## src/rtl/screen_write_bridge.sv

```systemverilog
// Captures CPU writes that fall inside the screen window and forwards them as
// window-relative word offsets to the frame buffer through a small FWFT FIFO.
module screen_write_bridge #(
  parameter logic [15:0] SCREEN_BASE  = 16'h4000,
  parameter int          SCREEN_WORDS = 8192,
  parameter int          ADDR_W       = 13,
  parameter int          FIFO_DEPTH   = 16
) (
  input  logic                          clk,
  input  logic                          reset_n,
  input  logic                          cpu_write,
  input  logic [15:0]                   cpu_addr,
  input  logic [15:0]                   cpu_data,
  output logic                          vram_valid,
  input  logic                          vram_ready,
  output logic [ADDR_W-1:0]             vram_addr,
  output logic [15:0]                   vram_data,
  output logic [$clog2(FIFO_DEPTH):0]   fifo_level,
  output logic                          overflow,
  output logic [15:0]                   drop_count,
  input  logic                          clear_stats
);

  localparam int PTR_W = $clog2(FIFO_DEPTH);
  localparam int LVL_W = PTR_W + 1;
  localparam int ENTRY_W = ADDR_W + 16;

  // Window bounds are held at 17 bits so BASE+WORDS never wraps to zero.
  localparam logic [16:0] WIN_LO = {1'b0, SCREEN_BASE};
  localparam logic [16:0] WIN_HI = WIN_LO + 17'(SCREEN_WORDS);

  logic [ENTRY_W-1:0] mem [FIFO_DEPTH];
  logic [PTR_W-1:0]   wr_ptr;
  logic [PTR_W-1:0]   rd_ptr;
  logic [LVL_W-1:0]   level;
  logic [ENTRY_W-1:0] head;
  logic [ADDR_W-1:0]  offset;
  logic               hit;
  logic               full;
  logic               pop;
  logic               push;
  logic               drop;

  always_comb begin
    hit    = cpu_write && ({1'b0, cpu_addr} >= WIN_LO) && ({1'b0, cpu_addr} < WIN_HI);
    offset = ADDR_W'(cpu_addr) - ADDR_W'(SCREEN_BASE);
    full   = (level == LVL_W'(FIFO_DEPTH));
    pop    = vram_valid && vram_ready;
    // A pop at the same edge frees the slot, so a full FIFO can still accept.
    push   = hit && (!full || pop);
    drop   = hit && full && !pop;
  end

  always_ff @(posedge clk) begin
    if (push) begin
      mem[wr_ptr] <= {offset, cpu_data};
    end
  end

  always_ff @(posedge clk) begin
    if (!reset_n) begin
      wr_ptr <= '0;
      rd_ptr <= '0;
      level  <= '0;
    end else begin
      if (push) begin
        wr_ptr <= wr_ptr + 1'b1;
      end
      if (pop) begin
        rd_ptr <= rd_ptr + 1'b1;
      end
      case ({push, pop})
        2'b10:   level <= level + 1'b1;
        2'b01:   level <= level - 1'b1;
        default: level <= level;
      endcase
    end
  end

  always_ff @(posedge clk) begin
    if (!reset_n) begin
      overflow   <= 1'b0;
      drop_count <= '0;
    end else if (clear_stats) begin
      overflow   <= 1'b0;
      drop_count <= '0;
    end else if (drop) begin
      overflow <= 1'b1;
      if (drop_count != 16'hFFFF) begin
        drop_count <= drop_count + 16'd1;
      end
    end
  end

  // Empty FIFO presents zeros so stale RAM contents never leak out.
  always_comb begin
    head       = mem[rd_ptr];
    vram_valid = (level != '0);
    vram_addr  = vram_valid ? head[ENTRY_W-1:16] : '0;
    vram_data  = vram_valid ? head[15:0] : '0;
    fifo_level = level;
  end

endmodule
```

## config.mk

```make
export PLATFORM = sky130hd
export DESIGN_NAME = screen_write_bridge
export DESIGN_NICKNAME = d
export VERILOG_FILES = /design/src/rtl/screen_write_bridge.sv
export SDC_FILE = /design/constraint.sdc
export NUM_CORES = 1
export LEC_CHECK = 0
export CAP_MARGIN = 10
export CORE_MARGIN = 2
export CORE_UTILIZATION = 56
export CTS_CLUSTER_DIAMETER = 120
export DETAILED_ROUTE_END_ITERATION = 8
export PLACE_DENSITY = 0.81
export SYNTH_ARGS = -nofsm -noshare
export SYNTH_HDL_FRONTEND = slang
export SYNTH_SLANG_ARGS = --single-unit
```

## constraint.sdc

```tcl
create_clock -name clk -period 11.4 [get_ports clk]
set_clock_uncertainty 0.15 [all_clocks]
set_input_delay 1.71 -clock clk [delete_from_list [all_inputs] [get_ports clk]]
set_output_delay 1.71 -clock clk [all_outputs]
set_load 0.02 [all_outputs]
```

==> impl_metrics.yaml <==
final_layout:
  finalInstanceArea_um2: 22500
  finish.net_count: 1098
  post_route_cells_drive_above_1_share_pct: 22.2
  layout-area-overhead-vs-synth_pct: 15.8
route:
  detail_route.drc_violations: 0
  drt_first_iter_violations: 883
  postRouteWirelength_mm: 40.1
  drt-pass1-iter-count: 7
  avgViaCountPerCell: 6.17
  wl_per_cell_um: 25.9
  overall_via_count_from_detail_route: 9522
  antenna_violating_nets_post_route: 0
clocking:
  post_cts_buffers: 0
  cts.root.buffer_cell: "clkbuf_16"
  cts.hold.buffers_added: 0
  cts_resized: 0
  cts.path.max_buffers: 3
  cts.clk_slew.worst_paths_ns: 0.06
  worst_skew_pair_latency_ns: 0.55
  cts_tree: "yes"
  clock_sinks: 498
  cts_max_level: 2
  cts_made_buffers: 48
synth:
  post_synth_and_or_nand_nor_area_fraction_pct: 3.22
  dominantRegCellSynth: "edfxtp_1"
  synthesis.instances: 939
  dominant_combinational_cell_family_by_area_after_synthesis: "multiplexers"
  syn-mean-instance-area_um2: 20.7
  synthTopCellsByArea: "edfxtp_1 72%, mux4_2 13%, mux2i_1 3.9%, dfxtp_1 3.5%, o22ai_1 0.93%"
  postSynthNetCount: 986
  synth_top_cell_by_area: "edfxtp_1"
  cell_variety_after_synth: 47
  synth_async_sr_flop_share_pct: 0
  synth_enable_flop_cells: 464
  synthXorXnorAreaFrac_pct: 0.315
  yosysTopAreaCellShare_pct: 71.6
  yosys_warnings: 0
  synth_compound_area_share_pct: 2.23
  postSynthRegisterBits: 498
  ys_seq_area_share_pct: 75.1
  synth_area_um2: 19500
  synthAdderAreaFrac_pct: 0.682
  muxShareOfSynthArea_pct: 17.3
critical_path:
  worstSetupPathDepth: 6
  reg2regPathDepth: 7
  regToRegSetupSlack_ns: 8.20
  cp_common_cell: "buf_4"
  worst-setup-path-type: "flip-flop to output pin"
  timing.critical_path.buf_inv: 3
  critPathMaxStageDelay_ns: 0.88
  cp_cell_sequence: "buf_4 > buf_4 > mux4_2 > mux2i_1 > o22ai_1 > clkdlybuf4s50_1"
  worst_path_max_delay_cell: "buf_4"
  cp-start-kind: "flip-flop"
  crit_end: "vram_addr[3]"
  end_kind: "output pin"
  timing.critical_path.fanout_max: 50
  r2r-end: "fifo_level[4]$_SDFFE_PN0P_"
  cp_data_arrival_time_ns: 4.49
  rr_startpoint: "fifo_level[0]$_SDFFE_PN0P_"
  required_ns: 9.54
  timing.critical_path.max_delay_family: "buffers and inverters"
floorplanning:
  io_pins: 89
  die_height_um: 190
  design.core.area_um2: 34400
  initial_utilization_pct: 56.6
  floorplan.die_area_um2: 36200
  num_rows: 68
  fp.dieW_um: 190
sta:
  fin_crit_ns: 6.35
  slew_viol_final: 0
  max_slew_margin_pct: 29.4
  worstMarginPinSlew_ns: 1.06
  timing.final.setup_violations: 0
  grt_setup_unrepaired: "false"
  final.setup.tns_ns: 0
  finalCritPeriodShare_pct: 55.7
  achievable-frequency_mhz: 158
  final-hold-violation-count: 0
global_routing:
  antenna_violations_before_repair: 2
  routing_usage_on_met2_pct: 38.7
  grt-busiest-layer: "met2"
  global_route.usage.met3_pct: 3.39
  grt_max_degree: 76
  grt_first_pass_wirelength_mm: 59.2
  track_usage_pct: 22.5
  grt_remaining_overflow: 0
  grt_use_met1_pct: 30.4
  grt_pass1_vias: 9792
hold_path:
  hold_class: "flip-flop to flip-flop"
power_and_ir_drop:
  vdd.ir_drop.worst_uv: 123
  cellPowerDensity_nw_per_um2: 197
  static-leakage-power_nw: 6.83
outcome:
  run_status: "completed"
placement:
  hpwlAfterDp_mm: 20.9
  postPlaceCellArea_um2: 21000
  routability_congestion_estimate_from_global_placement: 0.824
  buffer_ports.inserted: 88
job:
  timing.max_cap.violations: 0
-- report_power, final --
| group | switching [mW] | leakage (nW) | internal, mW |
|---|---|---|---|
| combinational | 0.435 | 1.63 | 0.409 |
| clock | 0.637 | 0.754 | 0.897 |
| sequential | 0.0407 | 4.45 | 2.01 |
-- state kept, by name, summed over array words and instances, names as in the netlist, named ones only --
name and cells:
fifo_level 5, drop_count 16, rd_ptr 4, mem 464, overflow 1, wr_ptr 4
-- layer usage --
layer  share of wire, %  vias to the layer above  wire length (um)
met4                1.8                        2               715
met5              0.027                        -                11
met3                6.9                       54              2750
met1                 40                     4959             15900
met2                 52                      377             20700
li1                   -                     4130                 -
-- area by class of cell --
cell class                 count  area [um^2]
inverter                       6         22.5
antenna                        1         2.50
fill                        2215        11900
sequential                   498        14600
tap                          455          569
multi-input combinational    388         4730
timing repair buffer         109         1040
clock buffer                  61         1300
clock inverter                26          231
-- synth_stat cells, types with 10 or more instances --
library cell    n
clkbuf_1       24
nor2_1         23
mux4_2        116
dfxtp_1        34
edfxtp_1      464
buf_2          21
nand2_1        32
mux2i_1        75
o22ai_1        29
or2_2          10
nand3_1        12
-- worst min path at each step --
stage	depth (start not counted)	endpoint	slack (ns)	from
2_1_floorplan	2	flip-flop	0.34	rd_ptr[3]$_SDFFE_PN0N_
3_3_place_gp	1	overflow$_SDFFE_PP0P_	0.32	overflow$_SDFFE_PP0P_
3_5_place_dp	1	overflow$_SDFFE_PP0P_	0.33	overflow$_SDFFE_PP0P_
4_1_cts	2	drop_count[4]$_SDFFE_PP0P_	0.35	drop_count[4]$_SDFFE_PP0P_
5_1_grt	1	overflow$_SDFFE_PP0P_	0.37	overflow$_SDFFE_PP0P_
6_report	1	overflow$_SDFFE_PP0P_	0.35	overflow$_SDFFE_PP0P_
-- metrics by stage --
stage,hold WS (ns),total power [mW],std cells,utilization (%),setup slack (ns)
after floorplan,0.340,2.64,939,-,6.14
final,0.353,4.43,1544,65.5,5.05
after global routing,0.373,4.57,1543,65.5,4.63
after global placement,0.318,2.92,1456,61.0,5.54
after CTS,0.353,4.46,1543,65.5,4.91
after detailed placement,0.329,2.93,1456,61.0,5.51
-- cell usage in the layout (no fill, tap or decap), drive strengths merged, types with 10 or more instances in the layout --
| cell type | count |
|---|---|
| edfxtp | 464 |
| mux4 | 116 |
| clkdlybuf4s50 | 88 |
| mux2i | 75 |
| clkbuf | 61 |
| dfxtp | 34 |
| nand2 | 32 |
| o22ai | 29 |
| nor2 | 23 |
| buf | 21 |
| clkinv | 21 |
| nand3 | 12 |
| or2 | 10 |
-- cell families (layout without fill, tap and decap cells) --
kind of cell    Yosys count  after routing
fa+ha+maj                10             10
mux                     191            191
simple gates            117            117
other cells               0              1
flops                   498            498
compound gates           63             63
xor+xnor                  7              7
buf+inv                  53            202
(Power assumes the default switching activity.)
